[config.mk]
export PLATFORM = sky130hd
export DESIGN_NAME = uart_tx_arbiter
export DESIGN_NICKNAME = d
export VERILOG_FILES = /design/src/rtl/uart_pkg.sv /design/src/rtl/uart_rr_pick.sv /design/src/rtl/uart_tx_arbiter.sv
export SDC_FILE = /design/constraint.sdc
export NUM_CORES = 1
export LEC_CHECK = 0
export CORE_ASPECT_RATIO = 1.75
export CORE_UTILIZATION = 39
export CTS_CLUSTER_SIZE = 30
export DETAILED_ROUTE_END_ITERATION = 12
export GPL_TIMING_DRIVEN = 1
export PLACE_DENSITY = 0.76
export SETUP_SLACK_MARGIN = 0.15
export SLEW_MARGIN = 15
export SYNTH_ARGS = -nofsm -noshare
export SYNTH_HDL_FRONTEND = slang
export SYNTH_SLANG_ARGS = --single-unit
[constraint.sdc]
create_clock -name clk -period 3.7 [get_ports clk]
set_input_delay 0.37 -clock clk [delete_from_list [all_inputs] [get_ports clk]]
set_output_delay 0.37 -clock clk [all_outputs]
set_load 0.005 [all_outputs]
[src/rtl/uart_pkg.sv]
// Shared types and constants for the UART transmit arbitration slice.
// Latency: n/a (declarations only).
// Backpressure: n/a.
package uart_pkg;

  localparam int UART_DATA_W = 8;

  typedef enum logic [1:0] {
    IDLE      = 2'd0,
    ISSUE     = 2'd1,
    WAIT_DONE = 2'd2
  } arb_state_e;

endpackage

[src/rtl/uart_rr_pick.sv]
// Rotate-priority selector: first valid requester strictly after last_grant.
// Latency: combinational.
// Backpressure: none; pure function of req_valid and last_grant.
//
// Ports:
//   req_valid  - pending-request vector
//   last_grant - index of the most recently completed grant
//   sel_onehot - one-hot select of the winner (zero when nothing is valid)
//   sel_idx    - index of the winner
//   any_valid  - at least one requester is valid
module uart_rr_pick #(
  parameter int NUM_REQ = 4,
  localparam int IDX_W  = $clog2(NUM_REQ)
) (
  input  logic [NUM_REQ-1:0] req_valid,
  input  logic [IDX_W-1:0]   last_grant,
  output logic [NUM_REQ-1:0] sel_onehot,
  output logic [IDX_W-1:0]   sel_idx,
  output logic               any_valid
);

  int               j;
  logic [IDX_W-1:0] cand;

  // Walk candidates last_grant+1 .. last_grant+NUM_REQ (wrapping), so the
  // previous winner is considered last.
  always_comb begin
    sel_onehot = '0;
    sel_idx    = '0;
    any_valid  = 1'b0;
    j          = 0;
    cand       = '0;
    for (int k = 1; k <= NUM_REQ; k++) begin
      j = int'(last_grant) + k;
      if (j >= NUM_REQ) j = j - NUM_REQ;
      cand = IDX_W'(j);
      if (!any_valid && req_valid[cand]) begin
        any_valid        = 1'b1;
        sel_idx          = cand;
        sel_onehot[cand] = 1'b1;
      end
    end
  end

endmodule

[src/rtl/uart_tx_arbiter.sv]
// Round-robin arbiter sharing one uart_tx between NUM_REQ byte clients.
// Latency: req_valid sampled in IDLE -> req_ready/send_request/tx_data one edge later.
// Backpressure: one byte per frame; clients hold req_valid until their req_ready pulse.
//
// Ports:
//   clk, reset                     - clock, synchronous active-high reset
//   req_valid/req_data/req_cfg     - per-client byte and frame config (packed by index)
//   req_ready                      - one-hot accept pulse
//   baud_tick                      - bit-period pulse (frame timeout only)
//   tx_data/config_bits            - latched byte and config to uart_tx
//   send_request, tx_busy, tx_done - handshake with uart_tx
//   grant_id, active, timeout_err  - status
// Build option: UART_TX_ARBITER_TIMEOUT_EN adds a per-frame baud-tick
// watchdog; without it timeout_err stays 0 and frames wait indefinitely.
module uart_tx_arbiter
  import uart_pkg::*;
#(
  parameter int NUM_REQ       = 4,
  parameter int CFG_W         = 1,
  parameter int TIMEOUT_TICKS = 16,
  localparam int IDX_W        = $clog2(NUM_REQ)
) (
  input  logic                           clk,
  input  logic                           reset,
  input  logic [NUM_REQ-1:0]             req_valid,
  input  logic [UART_DATA_W*NUM_REQ-1:0] req_data,
  input  logic [CFG_W*NUM_REQ-1:0]       req_cfg,
  output logic [NUM_REQ-1:0]             req_ready,
  input  logic                           baud_tick,
  output logic [UART_DATA_W-1:0]         tx_data,
  output logic [CFG_W-1:0]               config_bits,
  output logic                           send_request,
  input  logic                           tx_busy,
  input  logic                           tx_done,
  output logic [IDX_W-1:0]               grant_id,
  output logic                           active,
  output logic                           timeout_err
);

  arb_state_e       state;
  logic [IDX_W-1:0] last_grant;

  logic [NUM_REQ-1:0] pick_onehot;
  logic [IDX_W-1:0]   pick_idx;
  logic               pick_any;
  logic               timeout_hit;

  uart_rr_pick #(
    .NUM_REQ (NUM_REQ)
  ) u_pick (
    .req_valid  (req_valid),
    .last_grant (last_grant),
    .sel_onehot (pick_onehot),
    .sel_idx    (pick_idx),
    .any_valid  (pick_any)
  );

`ifdef UART_TX_ARBITER_TIMEOUT_EN
  localparam int CNT_W = $clog2(TIMEOUT_TICKS + 1);

  logic [CNT_W-1:0] tick_cnt;

  // Fires on the baud tick that would bring the count to TIMEOUT_TICKS.
  assign timeout_hit = baud_tick && (tick_cnt == CNT_W'(TIMEOUT_TICKS - 1));

  always_ff @(posedge clk) begin
    if (reset) begin
      tick_cnt <= '0;
    end else if (state == IDLE) begin
      if (pick_any) tick_cnt <= '0;
    end else if (baud_tick) begin
      tick_cnt <= tick_cnt + CNT_W'(1);
    end
  end
`else
  assign timeout_hit = 1'b0;
  wire unused_timeout = baud_tick ^ (TIMEOUT_TICKS > 0);
`endif

  always_ff @(posedge clk) begin
    if (reset) begin
      state        <= IDLE;
      last_grant   <= IDX_W'(NUM_REQ - 1);
      req_ready    <= '0;
      tx_data      <= '0;
      config_bits  <= '0;
      send_request <= 1'b0;
      grant_id     <= '0;
      active       <= 1'b0;
      timeout_err  <= 1'b0;
    end else begin
      req_ready   <= '0;
      timeout_err <= 1'b0;
      case (state)
        IDLE: begin
          if (pick_any) begin
            req_ready    <= pick_onehot;
            tx_data      <= req_data[UART_DATA_W*int'(pick_idx) +: UART_DATA_W];
            config_bits  <= req_cfg[CFG_W*int'(pick_idx) +: CFG_W];
            grant_id     <= pick_idx;
            send_request <= 1'b1;
            active       <= 1'b1;
            state        <= ISSUE;
          end
        end
        ISSUE: begin
          // tx_done wins over tx_busy and over a coincident timeout.
          if (tx_done || timeout_hit) begin
            timeout_err  <= !tx_done;
            send_request <= 1'b0;
            active       <= 1'b0;
            last_grant   <= grant_id;
            state        <= IDLE;
          end else if (tx_busy) begin
            send_request <= 1'b0;
            state        <= WAIT_DONE;
          end
        end
        WAIT_DONE: begin
          if (tx_done || timeout_hit) begin
            timeout_err  <= !tx_done;
            send_request <= 1'b0;
            active       <= 1'b0;
            last_grant   <= grant_id;
            state        <= IDLE;
          end
        end
        default: begin
          send_request <= 1'b0;
          active       <= 1'b0;
          state        <= IDLE;
        end
      endcase
    end
  end

endmodule

==> flow_summary.toml, run 1 <==
[run_status]
status = "completed"

[setup_path]
worst_path_max_delay_cell = "mux4_2"
ff2ff_path_depth = 8
crit_path_cell_trace = "inv_1 > ha_1 > mux4_2 > nor2b_4 > or2_4 > a21boi_4 > mux2i_1 > o221ai_1"
r2r_start = "last_grant[1]$_SDFFE_PP1P_"
worst_ep_required_time_ps = 3840
path_buf_inv = 1
worstPathArrival_ps = 3230
rrSetupSlack_ps = 620
crit_type = "reg2reg"
cp_slowest_stage_delay_ps = 550
start_kind = "flop"
rr_endpoint = "tx_data[1]$_SDFFE_PP0P_"
critical-path-top-delay-family = "multiplexers"
cp_max_fo = 12
crit_cells = 8
endpoint_kind = "flop"
crit_start = "last_grant[1]$_SDFFE_PP1P_"
crit_end = "tx_data[1]$_SDFFE_PP0P_"

[power]
powerDensity_nw_per_um2 = 400
p_total_mw = 0.910
p_leak_nw = 0.941
switchingPower_mw = 0.313
power.internal_mw = 0.597
vdd_drop_max_uv = 280
p_clk_frac = 0.172
pwr-share-seq = 0.325
combPwrFrac = 0.503
switching_share = 0.344

[grt]
grt_pass1_vias = 1500
grtUsageTotal = 0.189
overflow = 0
grt_pass1_wl_um = 6410
grt_max_degree = 21
grt_antenna_before_repair = 0

[clock_network]
clockRootBuffer = "clkbuf_8"
cts_buffers = 3
cts_buffer_depth = 2
post_cts_resized = 0
cts.clk_slew.worst_paths_ps = 80
cts.sinks = 21
htreeDepth = 1
postCtsSetupBuffers = 0
clk_latency_ps = 270
ctsHoldBuffers = 0
cts_tree = "done"

[drt]
remaining_drc_errors = 0
dr.first_iter.drc_count = 17
final_antenna_net_count = 0
routed_wl_um = 4100
via_count = 1564
post_drt_wl_per_cell_um = 14.5
via_per_inst = 5.53
first_pass_iters = 4

[yosys]
ys_ff_latch = 21
synthDistinctLibCells = 42
synth_area_leaders = "dfxtp_1, mux2i_1, ha_1"
syn_nets = 230
yosysWarnings = 0
syn_area_sq_um = 1590
synth_top_area_frac = 0.264
synth_cells = 174
synth-seq-area-share = 0.264
avgSynthCellArea_sq_um = 9.15
synth_largest_area_cell = "dfxtp_1"

[die]
dieArea_sq_um = 4350
die_x_um = 50.3
die_h_um = 86.5
pin_count = 63
num_rows = 30
start_util = 0.408
core_area_sq_um = 3900

[worst_hold_path]
hold_path.class = "reg2reg"

[final_layout]
drive_above_1_share = 0.0979
diodes = 0
utilization = 0.582
nNetsFinal = 292
final_cells = 283
synthToLayoutAreaGrowth_pct = 42.8
fillCellCount = 366
design_area_sq_um = 2270

[sta]
fin_setup_tns_ps = 0
relSlewSlack = 0.573
worst_slack_ps = 615
final_hold_viol_count = 0
setup-violations-final = 0
tightest_slew_ps = 638
min_period_ps = 3080
rsz0062_at_grt = "false"
holdWs_ps = 471
slew_viol_final = 0
finClkSkew_ps = 3.95
fmax_ghz = 0.324
post-route-period-util = 0.834

[job]
maxCapViolations = 0

[placed_design]
placed_area_sq_um = 2230
gp_congestion = 0.798
dp_slack_ps = 577
dp_hpwl_um = 3210
portBuffers = 61
dp.cells = 279
-- sequential cells by signal (all words and copies together), names as in the netlist --
register / count
active: 1
req_ready: 4
last_grant: 2
grant_id: 2
config_bits: 1
tx_data: 8
send_request: 1
timeout_err: 1
state: 1
-- final cells by class --
type | instances | area, sq um | share of cell area
clock inverter | 1 | 5.00 | 0.00220
clock buffer | 3 | 41.3 | 0.0182
sequential | 21 | 420 | 0.185
tap | 48 | 60.1 | 0.0264
timing repair buffer | 63 | 626 | 0.275
multi-input combinational | 138 | 1090 | 0.478
inverter | 9 | 33.8 | 0.0149
-- per-layer routing --
| metal | vias up | global-route usage | part of all wire | wire, um |
|---|---|---|---|---|
| met5 | - | 0 | 0 | 0 |
| met4 | 0 | 0.0758 | 0.020 | 82 |
| met3 | 7 | 0.0175 | 0.047 | 194 |
| met2 | 54 | 0.390 | 0.54 | 2220 |
| met1 | 725 | 0.181 | 0.39 | 1600 |
| li1 | 778 | - | - | - |
-- worst min-delay path by stage --
stage,start,end,cells past startpoint
2_1_floorplan,grant_id[0]$_SDFFE_PP0P_,grant_id[0]$_SDFFE_PP0P_,2
3_3_place_gp,tx_data[0]$_SDFFE_PP0P_,tx_data[0]$_SDFFE_PP0P_,2
3_5_place_dp,tx_data[0]$_SDFFE_PP0P_,tx_data[0]$_SDFFE_PP0P_,2
4_1_cts,tx_data[0]$_SDFFE_PP0P_,tx_data[0]$_SDFFE_PP0P_,2
5_1_grt,tx_data[1]$_SDFFE_PP0P_,tx_data[1]$_SDFFE_PP0P_,2
6_report,tx_data[0]$_SDFFE_PP0P_,tx_data[0]$_SDFFE_PP0P_,2
-- worst min-delay path: cells and delay by family (launching register included) --
kind / cells / cell delay, ps
AOI/OAI and AO/OA: 1 / 50
DFF: 1 / 340
and+or+nand+nor: 1 / 50
-- synth_stat cells --
| library cell | count |
|---|---|
| o221ai_1 | 9 |
| and3_1 | 3 |
| inv_1 | 8 |
| nand3b_1 | 3 |
| or4_1 | 1 |
| buf_12 | 1 |
| a211o_1 | 2 |
| a221o_1 | 1 |
| nor2_1 | 19 |
| o21ai_0 | 5 |
| a22oi_1 | 4 |
| and2_1 | 1 |
| mux2i_1 | 14 |
| nor4_1 | 1 |
| conb_1 | 1 |
| a21boi_4 | 1 |
| o211ai_1 | 6 |
| a221oi_1 | 4 |
| nor3_1 | 2 |
| dfxtp_1 | 21 |
| buf_4 | 1 |
| or2_4 | 1 |
| nand2b_1 | 1 |
| a31o_2 | 1 |
| mux4_2 | 4 |
| nor2b_4 | 1 |
| clkbuf_1 | 3 |
| a211oi_1 | 2 |
| a31oi_1 | 1 |
| mux2_2 | 8 |
| xnor2_1 | 1 |
| nand2_1 | 17 |
| o2111ai_1 | 3 |
| or3_4 | 1 |
| buf_6 | 1 |
| o21bai_1 | 1 |
| ha_1 | 11 |
| or3_1 | 1 |
| clkinv_1 | 1 |
| nor2b_1 | 2 |
| and2b_1 | 1 |
| a21oi_1 | 4 |
-- cell usage in the layout (no fill, tap or decap), drive strengths merged, types with 4 or more instances in the layout --
| master | count |
|---|---|
| a21oi | 4 |
| a221oi | 4 |
| a22oi | 4 |
| clkdlybuf4s50 | 61 |
| dfxtp | 21 |
| ha | 11 |
| inv | 8 |
| mux2 | 8 |
| mux2i | 14 |
| mux4 | 4 |
| nand2 | 17 |
| nor2 | 19 |
| o211ai | 6 |
| o21ai | 5 |
| o221ai | 9 |
-- power groups by stage --
| stage | clock, mW | sequential [mW] | combinational [mW] |
|---|---|---|---|
| global route | 0.168 | 0.301 | 0.498 |
| floorplan | 0 | 0.303 | 0.289 |
| finish | 0.157 | 0.295 | 0.458 |
| global placement | 0 | 0.299 | 0.453 |
| CTS | 0.162 | 0.296 | 0.461 |
| detailed placement | 0 | 0.301 | 0.460 |
-- cells by family after synthesis --
| family | synth area share |
|---|---|
| AND/OR/NAND/NOR | 0.171 |
| AO/OA/AOI/OAI | 0.216 |
| multiplexers | 0.201 |
| flip-flops | 0.264 |
| buffers and inverters | 0.0527 |
| adder cells (fa/ha/maj) | 0.0865 |
| other | 0.00236 |
| XOR/XNOR | 0.00550 |
(Power assumes the default switching activity.)
==> run 2: changes to the inputs <==
Clock period 3.7 ns to 2.5 ns, I/O delays scaled along.
==> flow_summary.toml, run 2 (synthesized netlist as in run 1, its figures left out) <==
[setup_path]
worst_path_max_delay_cell = "mux4_2"
rr_endpoint = "tx_data[5]$_SDFFE_PP0P_"
r2r_start = "last_grant[0]$_SDFFE_PP1P_"
worst_ep_required_time_ps = 2650
cp_slowest_stage_delay_ps = 520
rrSetupSlack_ps = 40
ff2ff_path_depth = 9
path_buf_inv = 2
endpoint_kind = "flop"
crit_type = "reg2reg"
critical-path-top-delay-family = "multiplexers"
worstPathArrival_ps = 2610
cp_max_fo = 6
start_kind = "flop"
crit_path_cell_trace = "clkinv_8 > ha_4 > mux4_2 > nor2b_4 > or2_4 > a21boi_4 > buf_12 > mux2i_1 > o221ai_2"

[die]
core_area_sq_um = 3900
num_rows = 30
die_x_um = 50.3
dieArea_sq_um = 4350
start_util = 0.408
die_h_um = 86.5
pin_count = 63

[power]
vdd_drop_max_uv = 413
powerDensity_nw_per_um2 = 595
power.internal_mw = 1.00
p_clk_frac = 0.152
p_total_mw = 1.52
combPwrFrac = 0.561
p_leak_nw = 1.08
switchingPower_mw = 0.514
pwr-share-seq = 0.288
switching_share = 0.339

[grt]
grtUsageTotal = 0.211
grt_pass1_wl_um = 7050
grt_antenna_before_repair = 0
grt_pass1_vias = 1631
overflow = 0
grt_max_degree = 16

[sta]
min_period_ps = 2460
finClkSkew_ps = 2.11
post-route-period-util = 0.985
final_hold_viol_count = 0
fin_setup_tns_ps = 0
fmax_ghz = 0.406
slew_viol_final = 0
holdWs_ps = 467
rsz0062_at_grt = "true"
worst_slack_ps = 37.7
setup-violations-final = 0

[placed_design]
gp_congestion = 0.843
dp.cells = 301
dp_slack_ps = -129
placed_area_sq_um = 2430
dp_hpwl_um = 3530
portBuffers = 61

[clock_network]
cts_tree = "done"
ctsHoldBuffers = 0
cts_buffers = 3
cts_buffer_depth = 2
htreeDepth = 1
cts.sinks = 21
cts.clk_slew.worst_paths_ps = 80
clk_latency_ps = 260
clockRootBuffer = "clkbuf_8"

[drt]
dr.first_iter.drc_count = 32
via_per_inst = 5.57
remaining_drc_errors = 0
first_pass_iters = 4
routed_wl_um = 4580
post_drt_wl_per_cell_um = 14.9
final_antenna_net_count = 0
via_count = 1709

[worst_hold_path]
hold_depth = 2
hold_path_startpoint = "tx_data[7]$_SDFFE_PP0P_"
min_to = "tx_data[7]$_SDFFE_PP0P_"
hold_path.class = "reg2reg"

[final_layout]
top_register = "tx_data"
synthToLayoutAreaGrowth_pct = 60.1
layout_common_cells = "clkdlybuf4s50_1, buf_4, dfxtp_1"
diodes = 0
design_area_sq_um = 2550
drive_above_1_share = 0.216
utilization = 0.653
largest_reg_flops = 8
top_regs = "tx_data x8, req_ready x4"
layout_commonest_cell = "clkdlybuf4s50_1"
final_cells = 307
nNetsFinal = 316

[job]
maxCapViolations = 0

[run_status]
status = "completed"
-- run 2: cell type report --
class / count / area (sq um)
well taps: 48 / 60.1
inverters: 9 / 46.3
flip-flops and latches: 21 / 424
fillers: 329 / 1360
clock buffers: 3 / 41.3
multi-input cells: 138 / 1140
repair buffers: 87 / 836
clock inverters: 1 / 5.00
-- run 2: per-layer routing --
layer	track usage	part of all wire	up-vias
met2	0.417	0.53	76
met1	0.201	0.38	786
met4	0.109	0.033	0
met3	0.0298	0.057	15
li1	-	-	832
met5	0	0	-
-- run 2: worst max path at each step --
stage | start | end | slack, ps | depth (start not counted)
final | last_grant[0]$_SDFFE_PP1P_ | tx_data[5]$_SDFFE_PP0P_ | 40 | 9
after global routing | last_grant[0]$_SDFFE_PP1P_ | tx_data[5]$_SDFFE_PP0P_ | -50 | 9
after CTS | last_grant[0]$_SDFFE_PP1P_ | tx_data[5]$_SDFFE_PP0P_ | 20 | 9
after detailed placement | req_valid[3] | tx_data[6]$_SDFFE_PP0P_ | -130 | 8
after global placement | req_valid[3] | tx_data[2]$_SDFFE_PP0P_ | -50 | 8
after floorplan | last_grant[0]$_SDFFE_PP1P_ | tx_data[0]$_SDFFE_PP0P_ | -300 | 12
-- run 2: worst register-to-register path, delay by kind of cell (launching register included) --
family	cells	cell delay (ps)
mux	2	760
simple gates	2	400
flops	1	390
compound gates	2	320
fa+ha+maj	1	270
buf+inv	2	200
-- run 2: power by group through the flow --
stage	clock [mW]	sequential (mW)	combinational (mW)
after floorplan	0	0.448	0.447
after global placement	0	0.442	0.776
after detailed placement	0	0.445	0.790
after CTS	0.235	0.437	0.800
after global routing	0.247	0.444	0.920
final	0.230	0.436	0.850
-- run 2: timing repair --
action,4_1_cts,5_1_grt
resized for setup,1,7
endpoints found under the setup margin,9,11
cloned,0,1
buffers inserted,1,0
pin swaps,0,5
